$ cat src/rtl/cga_text_ctrl_pkg.sv
// Shared constants for the CGA text-mode controller: cell geometry, attribute
// bit positions and the layout of a text RAM word.
package cga_text_ctrl_pkg;

    localparam int CELL_W      = 8;
    localparam int CELL_H      = 16;
    localparam int CELL_W_LOG2 = 3;
    localparam int CELL_H_LOG2 = 4;

    // Attribute byte is irgb (background) : irgb (foreground)
    localparam int ATTR_W         = 8;
    localparam int ATTR_FG_LSB    = 0;
    localparam int ATTR_BG_LSB    = 4;
    localparam int ATTR_BLINK_BIT = 7;

    localparam int CHAR_W        = 8;
    localparam int WORD_CHAR_LSB = 0;
    localparam int WORD_ATTR_LSB = 8;

    // Underline-style cursor occupies the bottom two glyph rows
    localparam logic [CELL_H_LOG2-1:0] CURSOR_ROW_FIRST = 4'd14;

    typedef struct packed {
        logic [ATTR_W-1:0] attr;
        logic [CHAR_W-1:0] code;
    } text_word_t;

endpackage

$ cat src/rtl/cga_text_ctrl_blink_gen.sv
// Frame counter clocked by vsync rising edges; its MSB is the blink phase
// (toggles every 2^BLINK_LOG2 frames).
module cga_blink_gen #(
    parameter int BLINK_LOG2 = 4
) (
    input  logic clk_i,
    input  logic rst_i,
    input  logic vsync_i,
    output logic phase_o
);

    logic                  vsync_prev_reg;
    logic [BLINK_LOG2:0]   frame_cnt_reg;

    always_ff @(posedge clk_i) begin
        if (rst_i) begin
            vsync_prev_reg <= 1'b0;
            frame_cnt_reg  <= '0;
        end else begin
            vsync_prev_reg <= vsync_i;
            if (vsync_i && !vsync_prev_reg)
                frame_cnt_reg <= frame_cnt_reg + 1'b1;
        end
    end

    assign phase_o = frame_cnt_reg[BLINK_LOG2];

endmodule

$ cat src/rtl/cga_text_ctrl.sv
// Three-stage CGA text-mode pixel pipeline: cell address -> font address ->
// pixel/attribute. Define CGA_TEXT_BLINK_EN to enable attribute blink and cursor blink.
module cga_text_ctrl
    import cga_text_ctrl_pkg::*;
#(
    parameter int COLS       = 80,
    parameter int ROWS       = 25,
    parameter int BLINK_LOG2 = 4
) (
    input  logic        clk_i,
    input  logic        rst_i,
    input  logic        de_i,
    input  logic        hsync_i,
    input  logic        vsync_i,
    input  logic [9:0]  x_i,
    input  logic [9:0]  y_i,
    input  logic [10:0] cursor_i,
    output logic [10:0] tram_addr_o,
    input  logic [15:0] tram_data_i,
    output logic [11:0] font_addr_o,
    input  logic [7:0]  font_data_i,
    output logic [7:0]  color_o,
    output logic        on_o,
    output logic        de_o,
    output logic        hsync_o,
    output logic        vsync_o
);

    localparam int IDX_W    = 13;  // holds 63*COLS + 127 for any COLS < 128
    localparam int MUL_BITS = 7;
    localparam logic [MUL_BITS-1:0] COLS_V  = MUL_BITS'(COLS);
    localparam logic [IDX_W-1:0]    COLS_W  = IDX_W'(COLS);
    localparam logic [IDX_W-1:0]    ROWS_W  = IDX_W'(ROWS);
    localparam logic [IDX_W-1:0]    CELLS_W = IDX_W'(ROWS * COLS);

    logic [6:0]             col;
    logic [5:0]             row;
    logic [CELL_H_LOG2-1:0] glyph_row;
    logic [CELL_W_LOG2-1:0] x_lo;
    logic [IDX_W-1:0]       row_ext;
    logic [IDX_W-1:0]       pp [MUL_BITS];
    logic [IDX_W-1:0]       cell_idx;
    logic                   in_area;
    logic                   cursor_hit;

    assign col       = x_i[9:CELL_W_LOG2];
    assign x_lo      = x_i[CELL_W_LOG2-1:0];
    assign row       = y_i[9:CELL_H_LOG2];
    assign glyph_row = y_i[CELL_H_LOG2-1:0];
    assign row_ext   = IDX_W'(row);

    // row*COLS as a sum of shifted copies of row, one per set bit of COLS
    generate
        for (genvar gi = 0; gi < MUL_BITS; gi++) begin : g_mul
            assign pp[gi] = COLS_V[gi] ? (row_ext << gi) : '0;
        end
    endgenerate

    always_comb begin
        cell_idx = IDX_W'(col);
        for (int i = 0; i < MUL_BITS; i++)
            cell_idx = cell_idx + pp[i];
    end

    assign in_area    = de_i && (IDX_W'(col) < COLS_W) && (IDX_W'(row) < ROWS_W);
    assign cursor_hit = ({2'b00, cursor_i} == cell_idx) && ({2'b00, cursor_i} < CELLS_W)
                        && (glyph_row >= CURSOR_ROW_FIRST);

    // Pipeline state
    logic                   valid_s0_reg, valid_s1_reg;
    logic                   cursor_s0_reg, cursor_s1_reg;
    logic [CELL_W_LOG2-1:0] x_lo_s0_reg, x_lo_s1_reg;
    logic [CELL_H_LOG2-1:0] glyph_row_s0_reg;
    logic [ATTR_W-1:0]      attr_s1_reg;
    logic [2:0]             de_pipe_reg, hsync_pipe_reg, vsync_pipe_reg;

    text_word_t             word;
    logic                   pixel;
    logic                   blink_off;
    logic                   cursor_vis;
    logic [ATTR_W-1:0]      attr_shown;

    assign word  = text_word_t'(tram_data_i);
    assign pixel = font_data_i[3'd7 - x_lo_s1_reg];

`ifdef CGA_TEXT_BLINK_EN
    logic blink_phase;

    cga_blink_gen #(
        .BLINK_LOG2 (BLINK_LOG2)
    ) u_blink_gen (
        .clk_i   (clk_i),
        .rst_i   (rst_i),
        .vsync_i (vsync_i),
        .phase_o (blink_phase)
    );

    assign blink_off  = attr_s1_reg[ATTR_BLINK_BIT] & ~blink_phase;
    assign cursor_vis = blink_phase;
    assign attr_shown = {1'b0, attr_s1_reg[ATTR_W-2:0]};
`else
    assign blink_off  = 1'b0;
    assign cursor_vis = 1'b1;
    assign attr_shown = attr_s1_reg;
`endif

    always_ff @(posedge clk_i) begin
        if (rst_i) begin
            tram_addr_o      <= '0;
            valid_s0_reg     <= 1'b0;
            cursor_s0_reg    <= 1'b0;
            x_lo_s0_reg      <= '0;
            glyph_row_s0_reg <= '0;
            font_addr_o      <= '0;
            attr_s1_reg      <= '0;
            valid_s1_reg     <= 1'b0;
            cursor_s1_reg    <= 1'b0;
            x_lo_s1_reg      <= '0;
            on_o             <= 1'b0;
            color_o          <= '0;
            de_pipe_reg      <= '0;
            hsync_pipe_reg   <= '0;
            vsync_pipe_reg   <= '0;
        end else begin
            // Stage 0: cell address and per-pixel qualifiers
            tram_addr_o      <= cell_idx[10:0];
            valid_s0_reg     <= in_area;
            cursor_s0_reg    <= cursor_hit;
            x_lo_s0_reg      <= x_lo;
            glyph_row_s0_reg <= glyph_row;
            // Stage 1: text word arrives, look up the glyph row
            font_addr_o      <= {word.code, glyph_row_s0_reg};
            attr_s1_reg      <= word.attr;
            valid_s1_reg     <= valid_s0_reg;
            cursor_s1_reg    <= cursor_s0_reg;
            x_lo_s1_reg      <= x_lo_s0_reg;
            // Stage 2: select the pixel bit; blank everything outside the text area
            on_o             <= valid_s1_reg && ((pixel && !blink_off) || (cursor_s1_reg && cursor_vis));
            color_o          <= valid_s1_reg ? attr_shown : '0;
            de_pipe_reg      <= {de_pipe_reg[1:0], de_i};
            hsync_pipe_reg   <= {hsync_pipe_reg[1:0], hsync_i};
            vsync_pipe_reg   <= {vsync_pipe_reg[1:0], vsync_i};
        end
    end

    assign de_o    = de_pipe_reg[2];
    assign hsync_o = hsync_pipe_reg[2];
    assign vsync_o = vsync_pipe_reg[2];

endmodule
$ cat config.mk
export PLATFORM = sky130hd
export DESIGN_NAME = cga_text_ctrl
export DESIGN_NICKNAME = d
export VERILOG_FILES = /design/src/rtl/cga_text_ctrl_pkg.sv /design/src/rtl/cga_text_ctrl_blink_gen.sv /design/src/rtl/cga_text_ctrl.sv
export SDC_FILE = /design/constraint.sdc
export NUM_CORES = 1
export LEC_CHECK = 0
export BUFFER_PORTS_ARGS = -buffer_cell sky130_fd_sc_hd__buf_2
export CORE_ASPECT_RATIO = 1.5
export CORE_UTILIZATION = 42
export DETAILED_ROUTE_END_ITERATION = 8
export HOLD_SLACK_MARGIN = 0.03
export PLACE_DENSITY_LB_ADDON = 0.15
export SETUP_SLACK_MARGIN = 0.4
export SLEW_MARGIN = 15
export SYNTH_ARGS = -nofsm -noshare
export SYNTH_HDL_FRONTEND = slang
export SYNTH_SLANG_ARGS = --single-unit
$ cat constraint.sdc
create_clock -name clk_i -period 2.4 [get_ports clk_i]
set_input_delay 0.36 -clock clk_i [delete_from_list [all_inputs] [get_ports clk_i]]
set_output_delay 0.36 -clock clk_i [all_outputs]
set_load 0.05 [all_outputs]
==> impl_metrics.csv <==
group,metric,value,unit
run_status,run_status,"completed",
sta,final_max_slew_viol_count,0,
synthesis,synthSimpleGateAreaFrac,20.8,%
power_and_ir_drop,ir_worst_vdd,0.499,mV
layout,final-instance-count-excl-fill,383,
route,route.detailed.wl_per_inst,11.8,µm
synthesis,syn-mean-instance-area,11.2,µm²
synthesis,synthesis.nets,278,
cts,htree_num_levels,3,
route,ant_nets,0,
sta,timing.slew.headroom,62.6,%
synthesis,synth_ff_type,"dfxtp_1",
hold_path,min_path_type,"in -> reg",
route,detail_route.iter0.violations,72,
synthesis,synth-compound-area-share,5.60,%
route,first_pass_iters,4,
layout,largest_register_ffs,12,
sta,finalSetupViolations,0,
setup_path,cp.required,2670,ps
hold_path,min-delay-start,"tram_data_i[8]",
setup_path,worst_reg2reg_path_depth,3,
cts,cts.sink_count,63,
hold_path,min_delay_path_depth,2,
route,num_vias,1754,
cts,cts_root_buf,"clkbuf_8",
route,drt-total-wl,4540,µm
synthesis,synth_sequential_area_ratio,54.8,%
global_route,maximum_number_of_pins_on_one_net_before_global_route_repair,34,
synthesis,ys_ff_latch,63,
synthesis,synthAdderAreaFrac,7.72,%
layout,antenna_cells_inserted,0,
global_route,track_usage,16.4,%
floorplan,count_of_pins_on_the_block_boundary,95,
placement,detailedPlacementHpwl,3490,µm
floorplan,die-height,92.7,µm
synthesis,post_synth_xor_area_fraction,5.92,%
hold_path,holdPathEnd,"attr_s1_reg[0]$_SDFF_PP0_",
setup_path,worst_r2r_endpoint,"on_o$_SDFF_PP0_",
floorplan,start_util,44.2,%
synthesis,synth_enable_flop_cells,0,
synthesis,number_of_unique_standard_cell_types_used_by_synthesis,36,
cts,cts_tree,"built",
floorplan,core-area,5200,µm²
layout,areaGrowthSynthToFinish,34.9,%
sta,worst_pin_slew,562,ps
placement,placedCellCount,367,
layout,finish.net_count,383,
floorplan,placement_rows,32,
placement,routabilityCongestion,0.852,
route,post-route-drc-count,0,
route,via_per_inst,4.58,
global_route,grt_antenna_before_repair,0,
setup_path,worstPathArrival,2440,ps
sta,layout_worst_path_cycle_share,90.5,%
sta,worst_clock_skew,4.23,ps
setup_path,reg2reg_from,"x_lo_s1_reg[0]$_SDFF_PP0_",
setup_path,critPathLaunchType,"input port",
setup_path,worstPathMaxFanout,2,
layout,final_layout_size_suffix_gt1_share,39.7,%
cts,numCtsBuffers,9,
power_and_ir_drop,power_leakage,0.00148,µW
global_route,grt_pass1_wl,7000,µm
setup_path,crit_path_end_kind,"flip-flop",
floorplan,die_width,62.5,µm
sta,max_clock_freq,460,MHz
synthesis,synth_top_family_by_area,"simple AND/OR/NAND/NOR gates",
synthesis,synth.cell_area,2300,µm²
power_and_ir_drop,power_per_cell_area,780,nW/µm²
synthesis,yosysWarnings,0,
layout,largestRegisters,"font_addr_o: 12 flops, tram_addr_o: 11 flops",
global_route,grt_pass1_vias,1589,
synthesis,synthesis.instances,205,
setup_path,setup.reg_to_reg.worst_slack,980,ps
synthesis,synth.area.mux_share,2.88,%
layout,regMostFlops,"font_addr_o",
global_route,overflow,0,
setup_path,critical_path_type,"in -> reg",
floorplan,design.die.area,5790,µm²
sta,fin_hold_ws,236,ps
placement,io_buffer_count,94,
cts,cts_hold_buffers,0,
sta,timing.final.crit_period,2170,ps
sta,finalHoldViolations,0,
cts,clock_latency,330,ps
synthesis,ys_async_sr_fraction,0,%
sta,rsz0062_at_grt,"true",
cts,clock_pin_slew_on_the_worst_setup_and_hold_paths,70,ps
cts,largest_buffer_count_on_any_clock_path,2,
flow_run,timing.max_cap.violations,0,
cts,cts_post_setup_buffers_inserted,0,
==> where the power goes <==
part	leakage [µW]	total (µW)	internal [µW]	switching [µW]
Sequential	0.000520	1110	1100	10.9
Combinational	0.000868	455	183	272
Clock	0.0000960	859	475	384
Total	0.00148	2420	1760	667
==> cell usage in the layout (no fill, tap or decap), types with 3 or more instances in the layout <==
master	instances
buf_2	93
dfxtp_1	63
nor2b_1	51
xor2_1	10
ha_1	10
clkbuf_8	9
and2_1	8
nor2_1	8
buf_4	7
inv_1	4
xnor2_1	3
o21ai_1	3
clkinv_2	3
==> stage by stage <==
step	utilization, %	setup TNS (ps)	total power, µW	worst slack, ps	instance area (µm²)
6_report	59.7	0	2420	227	3110
5_1_grt	59.7	0	2550	178	3110
4_1_cts	59.2	0	2450	204	3080
3_5_place_dp	55.6	-151	1580	-151	2890
3_3_place_gp	55.6	-166	1580	-166	2890
2_1_floorplan	-	0	1440	280	2310
==> Yosys cell counts (2+ instances only) <==
cell | count | area (µm²)
dfxtp_1 | 63 | 1260
nor2b_1 | 51 | 319
ha_1 | 11 | 138
xor2_1 | 10 | 87.6
and2_1 | 8 | 50.1
nor2_1 | 8 | 30.0
clkbuf_1 | 7 | 26.3
inv_1 | 7 | 26.3
o21ai_1 | 3 | 15.0
xnor2_1 | 3 | 26.3
a21oi_1 | 2 | 10.0
fa_1 | 2 | 40.0
mux4_2 | 2 | 45.0
nand3_1 | 2 | 10.0
nor3_1 | 2 | 10.0
o21ai_0 | 2 | 10.0
o21bai_1 | 2 | 15.0
o31ai_1 | 2 | 15.0
==> per-layer routing <==
metal / GRT usage [%] / up-vias / share of wire, %
met4: 10.9 / 0 / 3.2
li1: - / 883 / -
met3: 6.16 / 14 / 6.5
met1: 17.0 / 779 / 39
met5: 0 / - / 0
met2: 27.2 / 78 / 51
==> area by class of cell <==
cell class / count / area (µm²)
fillers: 503 / 2100
clock buffers: 10 / 128
clock inverters: 6 / 61.3
well taps: 68 / 85.1
inverters: 7 / 33.8
flip-flops and latches: 63 / 1260
multi-input cells: 128 / 1010
repair buffers: 101 / 529
==> cell families after synthesis <==
family / Yosys count
AOI/OAI and AO/OA: 18
adders and majority gates: 13
muxes: 4
DFF: 63
and+or+nand+nor: 79
xor gates and xnor gates: 14
buffers and inverters: 14
==> worst max-delay path by stage <==
stage / slack, ps / from / to / cells past startpoint
floorplan: 280 / y_i[6] / cursor_s0_reg$_SDFF_PP0_ / 9
global placement: -170 / y_i[6] / cursor_s0_reg$_SDFF_PP0_ / 9
detailed placement: -150 / y_i[6] / cursor_s0_reg$_SDFF_PP0_ / 9
CTS: 200 / y_i[6] / cursor_s0_reg$_SDFF_PP0_ / 9
global route: 180 / y_i[6] / cursor_s0_reg$_SDFF_PP0_ / 9
finish: 230 / y_i[6] / cursor_s0_reg$_SDFF_PP0_ / 9
==> timing repair <==
action	4_1_cts	5_1_grt
gates cloned	0	0
endpoints found under the setup margin	1	2
pin swaps	0	3
gates resized for setup	0	6
==> worst max-delay path, cell delays in order <==
cell and delay (ps):
buf_6 90, inv_8 30, fa_1 580, fa_1 470, xnor2_1 150, nor4_1 230, nand3_1 130, nor3_1 190
and4_1 210
No activity file was read; power rests on OpenSTA's default activity.
